File: src/rtl/toggle_monitor_if.sv
// toggle_monitor_if: bundles the monitored toggle input, the soft clear and
// the measurement results of toggle_monitor.
//   clr          : synchronous soft clear (master -> monitor)
//   d_in         : asynchronous toggle signal being watched (master -> monitor)
//   half_period  : cycles between the last two detected edges (monitor -> master)
//   period_valid : one-cycle pulse, half_period updated (monitor -> master)
//   locked       : stable toggle rate detected (monitor -> master)
//   active       : monitor is armed or tracking (monitor -> master)
//   timeout      : one-cycle pulse when toggling stops (monitor -> master)
interface toggle_monitor_if #(
  parameter int CNT_W = 16
);
  logic             clr;
  logic             d_in;
  logic [CNT_W-1:0] half_period;
  logic             period_valid;
  logic             locked;
  logic             active;
  logic             timeout;

  modport master (
    output clr,
    output d_in,
    input  half_period,
    input  period_valid,
    input  locked,
    input  active,
    input  timeout
  );

  modport slave (
    input  clr,
    input  d_in,
    output half_period,
    output period_valid,
    output locked,
    output active,
    output timeout
  );
endinterface

File: src/rtl/toggle_monitor.sv
// toggle_monitor: measures the half-period of an asynchronous toggle signal
// (both edge polarities count), reports each measurement with a one-cycle
// period_valid pulse, declares lock once MATCH_N consecutive half-periods
// agree within TOL cycles, and abandons tracking with a timeout pulse when no
// edge is seen for TIMEOUT cycles.
// Ports:
//   clk : single clock, all state on the rising edge
//   rst : synchronous active-high reset (wins over clr, edges and timeouts)
//   mon : toggle_monitor_if.slave -- clr/d_in in, measurement outputs out
module toggle_monitor #(
  parameter int CNT_W   = 16,
  parameter int TIMEOUT = 1000,
  parameter int TOL     = 1,
  parameter int MATCH_N = 4
) (
  input  logic             clk,
  input  logic             rst,
  toggle_monitor_if.slave  mon
);

  localparam int MW = $clog2(MATCH_N + 1);

  localparam logic [CNT_W-1:0] TIMEOUT_C = CNT_W'(TIMEOUT);
  localparam logic [MW-1:0]    MATCH_C   = MW'(MATCH_N);
  localparam logic [CNT_W:0]   TOL_C     = (CNT_W + 1)'(TOL);

  typedef enum logic [1:0] {
    IDLE  = 2'd0,
    ARMED = 2'd1,
    TRACK = 2'd2
  } state_t;

  // Synchronizer (s1, s2) plus delay flop s3 used for edge detection.
  logic s1_reg, s2_reg, s3_reg;

  state_t           state_reg, state_next;
  logic [CNT_W-1:0] cnt_reg, cnt_next;
  logic [CNT_W-1:0] prev_reg, prev_next;
  logic [MW-1:0]    match_reg, match_next;
  logic [CNT_W-1:0] half_period_reg, half_period_next;
  logic             period_valid_reg, period_valid_next;
  logic             timeout_reg, timeout_next;
  logic             locked_reg, locked_next;

  logic             edge_det;
  logic [CNT_W:0]   diff;
  logic             within_tol;

  assign edge_det = s2_reg ^ s3_reg;

  // Absolute difference in one extra bit so it can never wrap.
  always_comb begin
    if (cnt_reg >= prev_reg) begin
      diff = {1'b0, cnt_reg} - {1'b0, prev_reg};
    end else begin
      diff = {1'b0, prev_reg} - {1'b0, cnt_reg};
    end
  end

  assign within_tol = (diff <= TOL_C);

  // Next-state and datapath logic.
  always_comb begin
    state_next        = state_reg;
    cnt_next          = cnt_reg;
    prev_next         = prev_reg;
    match_next        = match_reg;
    half_period_next  = half_period_reg;
    period_valid_next = 1'b0;
    timeout_next      = 1'b0;

    case (state_reg)
      IDLE: begin
        // The first edge only starts the count; no measurement yet.
        cnt_next = '0;
        if (edge_det) begin
          state_next = ARMED;
          cnt_next   = CNT_W'(1);
        end
      end

      ARMED, TRACK: begin
        if (edge_det) begin
          // An edge always wins over a simultaneous timeout, so a
          // measurement of exactly TIMEOUT is reported normally.
          cnt_next          = CNT_W'(1);
          half_period_next  = cnt_reg;
          period_valid_next = 1'b1;
          prev_next         = cnt_reg;
          if (state_reg == ARMED) begin
            // Nothing to compare against yet.
            match_next = '0;
            state_next = TRACK;
          end else if (within_tol) begin
            if (match_reg != MATCH_C) begin
              match_next = match_reg + MW'(1);
            end
          end else begin
            match_next = '0;
          end
        end else if (cnt_reg == TIMEOUT_C) begin
          // half_period is deliberately kept so the last rate stays visible.
          timeout_next = 1'b1;
          state_next   = IDLE;
          cnt_next     = '0;
          match_next   = '0;
          prev_next    = '0;
        end else begin
          // cnt never passes TIMEOUT: reaching it without an edge times out.
          cnt_next = cnt_reg + CNT_W'(1);
        end
      end

      default: begin
        state_next = IDLE;
        cnt_next   = '0;
        match_next = '0;
        prev_next  = '0;
      end
    endcase

    // Registered lock flag tracks the updated match count, so it drops in
    // the same cycle the count clears.
    locked_next = (match_next == MATCH_C);
  end

  always_ff @(posedge clk) begin
    if (rst) begin
      s1_reg           <= 1'b0;
      s2_reg           <= 1'b0;
      s3_reg           <= 1'b0;
      state_reg        <= IDLE;
      cnt_reg          <= '0;
      prev_reg         <= '0;
      match_reg        <= '0;
      half_period_reg  <= '0;
      period_valid_reg <= 1'b0;
      timeout_reg      <= 1'b0;
      locked_reg       <= 1'b0;
    end else begin
      // The synchronizer keeps running through clr; s3 reloading from s2
      // means no stale edge is seen once clr is released.
      s1_reg <= mon.d_in;
      s2_reg <= s1_reg;
      s3_reg <= s2_reg;
      if (mon.clr) begin
        state_reg        <= IDLE;
        cnt_reg          <= '0;
        prev_reg         <= '0;
        match_reg        <= '0;
        half_period_reg  <= '0;
        period_valid_reg <= 1'b0;
        timeout_reg      <= 1'b0;
        locked_reg       <= 1'b0;
      end else begin
        state_reg        <= state_next;
        cnt_reg          <= cnt_next;
        prev_reg         <= prev_next;
        match_reg        <= match_next;
        half_period_reg  <= half_period_next;
        period_valid_reg <= period_valid_next;
        timeout_reg      <= timeout_next;
        locked_reg       <= locked_next;
      end
    end
  end

  assign mon.half_period  = half_period_reg;
  assign mon.period_valid = period_valid_reg;
  assign mon.timeout      = timeout_reg;
  assign mon.locked       = locked_reg;
  assign mon.active       = (state_reg != IDLE);

endmodule

File: src/flat_wrapper.sv
// flat-port wrapper written by rule: the top's interface ports become plain ports
module toggle_monitor_flat 
#(
  parameter int CNT_W   = 16,
  parameter int TIMEOUT = 1000,
  parameter int TOL     = 1,
  parameter int MATCH_N = 4
)
  (clk, rst, mon_clr, mon_d_in, mon_half_period, mon_period_valid, mon_locked, mon_active, mon_timeout);
  toggle_monitor_if #(.CNT_W(CNT_W)) mon_i ();
  input  logic clk;
  input  logic rst;
  input wire logic [$bits(mon_i.clr)-1:0] mon_clr;
  input wire logic [$bits(mon_i.d_in)-1:0] mon_d_in;
  output wire logic [$bits(mon_i.half_period)-1:0] mon_half_period;
  output wire logic [$bits(mon_i.period_valid)-1:0] mon_period_valid;
  output wire logic [$bits(mon_i.locked)-1:0] mon_locked;
  output wire logic [$bits(mon_i.active)-1:0] mon_active;
  output wire logic [$bits(mon_i.timeout)-1:0] mon_timeout;
  assign mon_i.clr = mon_clr;
  assign mon_i.d_in = mon_d_in;
  assign mon_half_period = mon_i.half_period;
  assign mon_period_valid = mon_i.period_valid;
  assign mon_locked = mon_i.locked;
  assign mon_active = mon_i.active;
  assign mon_timeout = mon_i.timeout;
  toggle_monitor #(.CNT_W(CNT_W), .TIMEOUT(TIMEOUT), .TOL(TOL), .MATCH_N(MATCH_N)) u_core (.clk(clk), .rst(rst), .mon(mon_i));
endmodule
File: config.mk
export PLATFORM = sky130hd
export DESIGN_NAME = toggle_monitor_flat
export DESIGN_NICKNAME = d
export VERILOG_FILES = /design/src/rtl/toggle_monitor_if.sv /design/src/rtl/toggle_monitor.sv /design/src/flat_wrapper.sv
export SDC_FILE = /design/constraint.sdc
export NUM_CORES = 1
export LEC_CHECK = 0
export ABC_AREA = 1
export CAP_MARGIN = 25
export CORE_MARGIN = 5
export CORE_UTILIZATION = 45
export CTS_CLUSTER_DIAMETER = 80
export CTS_CLUSTER_SIZE = 8
export DETAILED_ROUTE_END_ITERATION = 16
export DONT_BUFFER_PORTS = 1
export REMOVE_ABC_BUFFERS = 1
export SYNTH_ARGS = -nofsm -noshare
export SYNTH_HDL_FRONTEND = slang
export SYNTH_SLANG_ARGS = --single-unit
File: constraint.sdc
create_clock -name clk -period 2.3 [get_ports clk]
set_input_delay 0.46 -clock clk [delete_from_list [all_inputs] [get_ports clk]]
set_output_delay 0.46 -clock clk [all_outputs]
set_load 0.01 [all_outputs]
==> results of run 1 <==
## final cells by class
type	instances	area share
clock buffer	13	0.02523
clock inverter	2	0.005562
inverter	141	0.08482
multi-input combinational	537	0.5165
sequential	59	0.1887
tap	136	0.02702
timing repair buffer	126	0.1522
## worst max-delay path, stage by stage, from the launching register on
cell,delay (ps)
dfxtp_4,370
inv_4,60
ha_4,120
inv_2,40
fa_2,420
nand2_2,90
nand2_1,60
nand2_2,100
nand2_2,60
a21oi_2,120
nand3_1,90
nor2_1,110
nand3_1,80
nand2_1,100
nand3_2,80
nor2_4,140
nand3_1,90
nand2_1,80
nand2_2,70
a21oi_2,150
## per-layer routing
metal  track usage  part of all wire
met1        0.2971              0.47
met3       0.03504             0.040
met4       0.08574             0.029
met5             0                 0
met2        0.3735              0.46
## cells in the final DEF (no fill, tap or decap), drive strengths merged
cell	netlist	routed
nand2	224	224
xor2	17	17
nand3b	1	1
xnor2	2	2
nor2	82	82
nor3	14	14
a21oi	55	55
a211oi	3	3
buf	6	126
a31oi	2	2
dfxtp	59	59
clkbuf	6	13
or2	2	2
nand3	50	50
fa	2	2
nand4	9	9
o21ai	25	25
o21bai	4	4
bufinv	0	1
inv	139	139
nor3b	2	2
nor4	3	3
clkinv	2	3
ha	40	40
## through the flow
| step | cells | cell area (sq um) |
|---|---|---|
| floorplan | 737 | 4641 |
| global placement | 992 | 5717 |
| detailed placement | 992 | 5717 |
| CTS | 1014 | 6076 |
| global route | 1014 | 6299 |
| finish | 1014 | 6299 |
## cell families after synthesis
group,count (synthesis)
xor+xnor,19
flops,59
buf+inv,153
fa+ha+maj,42
compound gates,89
simple gates,387
## repair_timing
action / in CTS / in global routing
setup endpoints to repair: 13 / 22
cloned: 0 / 0
buffers inserted: 7 / 0
hold endpoints to repair: 0 / 0
pin swaps: 27 / 13
resized for setup: 38 / 39
## final timing paths
check             cells past startpoint  slack, ps               from             endpoint
hold / removal                        1        180                rst        u_core.s3_reg
setup / recovery                     19       -210  u_core.cnt_reg[0]  u_core.match_reg[0]
setup reg to reg                     19       -210  u_core.cnt_reg[0]  u_core.match_reg[0]
hold reg to reg                       2        410      u_core.s1_reg        u_core.s2_reg
## power by group through the flow
stage / Clock, uW / Sequential [uW] / Combinational [uW]
6_report: 955 / 1050 / 1010
5_1_grt: 1040 / 1050 / 1130
4_1_cts: 979 / 1040 / 965
3_5_place_dp: 0 / 1070 / 931
3_3_place_gp: 0 / 1070 / 925
2_1_floorplan: 0 / 1070 / 644
==> results.md, run 1 <==
* Switch Pwr at 1021 uW
* Syn avg cell area at 6.286 sq um
* Final wirelength at 13950 um
* Compound-Gate Fraction of Synth Area at 0.1028
* Row count at 37
* Vias per cell at 4.930
* Most frequent cell after synthesis: nand2_1
* FF/Latch Area at 1189 sq um
* Top FF cell, synth: dfxtp_1
* Int Power at 1989 uW
* Most frequent cells after synthesis: 210 x nand2_1, 132 x inv_1, 74 x nor2_1, 59 x dfxtp_1, 52 x a21oi_1
* Vias post-DR at 4999
* Net Sw Frac at 0.3393
* Synth top area share at 0.2509
* Core Box Area at 10280 sq um
* Hold-fix buffers at CTS at 0
* Vias in the first global route at 5015
* GPL Wtd Cong at 0.9514
* CTS Buf Count at 9
* FFs w/ async S/R, synth at 0
* Area share of fa/ha/maj cells after synthesis at 0.1148
* Clock Sinks at 59
* Slew Limit Fails at 0
* Clock Skews at 8.563 ps
* DRC at 0
* Clock Power Share at 0.317
* Critical Path RT at 2570 ps
* TritonRoute pass-1 iters at 4
* Dpl hpwl at 10910 um
* H-tree levels at 3
* Worst Setup Start Kind: flip-flop
* Pwr dens at 477.9 nW/um^2
* Sequential Power Share at 0.347
* Largest net degree at the start of global routing at 33
* Unique cell type count in the Yosys netlist at 39
* Worst VDD drop at 0.0004448 V
* Crit path time final at 2510 ps
* Initial DRC Count at 232
* Failing checks: setup timing
* Multi-input logic area at 3253 sq um
* Worst min-delay path category: in -> reg
* Fin crit share at 1.092
* Clock transition at path regs at 70 ps
* Post-synth EDFFs at 0
* Lkg Pwr at 0.003067 uW
* GRT overflow at 0
* Synth Area in XOR/XNOR at 0.03534
* Final core utilization at 0.6129
* Worst-skew pair later-pin latency at 340 ps
* Actual slew at the worst max-slew pin at 303.9 ps
* GRT Util Overall at 0.2260
* Initial Util at 0.4581
* Initial antenna violation count at 0
* Syn Std Cell Area at 4708 sq um
* Count of final hold-check violations at 0
* Ranking of synthesized cells by area: dfxtp_1 25%, nand2_1 17%, ha_1 11%
* Hold Worst Slack at 179.8 ps
* Nets at 920
* Mapped Cells at 749
* First-pass GRT wire length at 23340 um
* Crit. End Element: flip-flop
* Synth warnings at 0
* Maximum buffer depth of the clock tree at 2
* Root Buffer: clkbuf_8
* Max-Cap Viols at 0
* IO Port Bufs at 0
* Setup slack after layout at -210.5 ps
* Combinational Power Share at 0.335
* RSZ-0062 raised after global routing: true
* Die area at 12610 sq um
* Area leader, netlist: dfxtp_1
* Avg WL per Cell at 13.76 um
* Tot Pwr at 3010 uW
* Mux cell area share after synthesis at 0
* Max Clock Freq at 0.3983 GHz
* Final setup viols at 4
* Worst Path Arrival at 2780 ps
* Pre-CTS setup slack at -352.0 ps
* Die width at 112.3 um
* Simple-Gate Fraction of Synth Area at 0.3694
* Filler Cells Inserted at 957
* CTS tree: yes
* Final ANT Viol Nets at 0
* Layout cells sized above 1 at 0.2733
* Ports at 24
* Die H at 112.3 um
* Seq cells post-synth at 59
* Area grow syn2layout at 33.78%
* Critical path type: reg -> reg
* Max FO, Critical Path at 4
* Slew HR at 0.7959
* Status: finished, violations left
* Largest family of logic cells by synthesized area: simple AND/OR/NAND/NOR gates
* Post-route setup TNS at -724.0 ps
* Seq/Total Area, Yosys at 0.2509
* # diodes at 0
(Power assumes the default switching activity.)
==> inputs of run 2 (changes only) <==
Settings changed: CTS_CLUSTER_SIZE 8 to 12, PLACE_DENSITY set to 0.64.
==> run 2 against run 1 <==
The run still ends with setup timing left. Worst setup slack worse by 45 ps. Power is 3.4% higher. Clock power is 7% higher. Wire length is 2.0% higher. Clock-buffer cell count is 1 higher. Cell area is 2.5% higher. Utilization is 1.5 points higher. Register-to-register slack worse by 50 ps. Via count is 2.6% higher. Clock skew hardly changed. Sequential power hardly changed. Critical endpoint is now u_core.mon.locked. Largest power group is now combinational logic.
==> results.md, run 2 (synthesis results as in run 1) <==
* Max Clock Freq at 0.3913 GHz (-1.8%)
* Maximum buffer depth of the clock tree at 2 (unchanged)
* CTS tree: yes
* Layout cells sized above 1 at 0.2945 (+0.02110)
* Final wirelength at 14230 um (+2.0%)
* RSZ-0062 raised after global routing: true
* Core Box Area at 10280 sq um (unchanged)
* Met3 GRT Util at 0.03073 (-0.004313)
* Slew HR at 0.7927 (-0.003182)
* GR Util met2 at 0.3850 (+0.01152)
* Die area at 12610 sq um (unchanged)
* DRC at 0 (unchanged)
* Final instance count without filler cells at 1019 (+0.49%)
* Setup crit start: u_core.prev_reg[12]
* Worst Path Arrival at 2840 ps (+60 ps)
* Final core utilization at 0.6282 (+0.01534)
* Design area at 6456 sq um (+2.5%)
* Ports at 24 (unchanged)
* Clock Sinks at 59 (unchanged)
* Top Usage Layer GRT: met2
* Critical Path RT at 2580 ps (about the same)
* Dpl cell area at 5719 sq um (about the same)
* Reg-to-Reg Start: u_core.prev_reg[12]
* Vias in the first global route at 4982 (-0.66%)
* Failing checks: setup timing
* GPL Wtd Cong at 0.9363 (-1.6%)
* Clock Skews at 8.407 ps (-0.1565 ps)
* # diodes at 0 (unchanged)
* GRT overflow at 0 (unchanged)
* Final ANT Viol Nets at 0 (unchanged)
* Nets at 925 (+0.54%)
* Max-Cap Viols at 0 (unchanged)
* Status: finished, violations left
* Avg WL per Cell at 13.96 um (+1.5%)
* Actual slew at the worst max-slew pin at 310.2 ps (+6.304 ps)
* Slew Limit Fails at 0 (unchanged)
* Crit. End Element: flip-flop
* Initial DRC Count at 230 (-0.86%)
* IO Port Bufs at 0 (unchanged)
* Row count at 37 (unchanged)
* Reg2reg setup slack at -260 ps (-50 ps)
* Tot Pwr at 3111 uW (+3.4%)
* Worst min-delay path category: in -> reg
* Vias per cell at 5.032 (+2.1%)
* Die width at 112.3 um (unchanged)
* Worst VDD drop at 0.0003998 V (-10%)
* Worst Setup Start Kind: flip-flop
* Endpoint of the worst setup timing path: u_core.mon.locked
* Critical R2R Capture: u_core.mon.locked
* GRT Util Overall at 0.2225 (-0.003467)
* Root Buffer: clkbuf_8
* R2R depth at 20 (+1)
* WHS Path Cells at 1 (unchanged)
* Die H at 112.3 um (unchanged)
* Final setup viols at 4 (unchanged)
* TritonRoute pass-1 iters at 7 (+3)
* Placed cell count at 994 (+0.20%)
* Count of final hold-check violations at 0 (unchanged)
* Area grow syn2layout at 37.12%
* Most frequent cells in the layout: 193 x nand2_1, 129 x buf_4, 124 x inv_1
* Initial antenna violation count at 0 (unchanged)
* Initial Util at 0.4581 (unchanged)
* Fin crit share at 1.111 (+0.01958)
* First-pass GRT wire length at 23120 um (-0.92%)
* H-tree levels at 3 (unchanged)
* Pwr dens at 481.9 nW/um^2 (+0.85%)
* Clock transition at path regs at 70 ps (about the same)
* Setup slack after layout at -255.5 ps (-45.04 ps)
* Hold Worst Slack at 168.4 ps (-11.40 ps)
* Dpl hpwl at 10710 um (-1.8%)
* M1 GR Usage at 0.2809 (-0.01618)
* CTS Buf Count at 9 (unchanged)
* Lkg Pwr at 0.003168 uW (+3.3%)
* Commonest non-fill, non-tap cell in the layout: nand2_1
* Max FO, Critical Path at 6 (+2)
* Hold-fix buffers at CTS at 0 (unchanged)
* Vias post-DR at 5128 (+2.6%)
* Crit path time final at 2556 ps (+45.04 ps)
* Critical path type: reg -> reg
* Worst-skew pair later-pin latency at 350 ps (about the same)
* Largest net degree at the start of global routing at 22 (-33%)
run 2: area by class of cell:
cell class	instances	area, sq um
Fill cell	957	3821
Sequential cell	59	1190
Multi-Input combinational cell	537	3356
Timing Repair Buffer	131	991.0
Clock buffer	14	182.7
Inverter	141	536.8
Clock inverter	1	30.03
Tap cell	136	170.2
run 2: worst min-delay path by stage:
| stage | from | end | slack (ps) |
|---|---|---|---|
| 2_1_floorplan | u_core.s1_reg | u_core.s2_reg | 390 |
| 3_3_place_gp | u_core.s1_reg | u_core.s2_reg | 390 |
| 3_5_place_dp | u_core.s1_reg | u_core.s2_reg | 400 |
| 4_1_cts | rst | u_core.s3_reg | 160 |
| 5_1_grt | rst | u_core.s3_reg | 160 |
| 6_report | rst | u_core.s2_reg | 170 |
run 2: repair_timing:
action	CTS	global route
endpoints found under the setup margin	7	22
resized for setup	45	56
buffers inserted	4	6
pin swaps	17	30
cloned	0	0
run 2: worst max-delay path, cell delays in order (launching register included):
cell,delay [ps]
dfxtp_1,340
inv_1,90
ha_4,330
nand2_2,110
nor2_4,140
inv_2,80
nor3_4,240
nand2_4,100
nand2_4,90
nand3_1,100
nand2_1,90
nand2_1,50
clkinv_1,50
nand3_2,90
nor2_4,170
nand3_2,80
nand2_1,60
nand2_1,50
nand2_1,60
nand2_2,70
nor2_2,100
run 2: per-stage QoR:
stage               TNS, ps  setup WS [ps]
floorplan            -48.56         -48.56
global placement      -1286         -360.3
detailed placement    -1396         -398.7
CTS                  -723.9         -202.6
global route          -1395         -376.3
finish               -833.0         -255.5
run 2: metal layers:
metal | wire length (um) | vias to the layer above
met2 | 6947 | 133
met1 | 6282 | 2394
li1 | - | 2579
met3 | 647 | 22
met4 | 348 | 0
met5 | 0 | -
run 2: where the power goes:
part           internal, uW  switching [uW]  total, uW
combinational           415             633       1050
clock                   613             405       1020
sequential             1030            10.0       1040
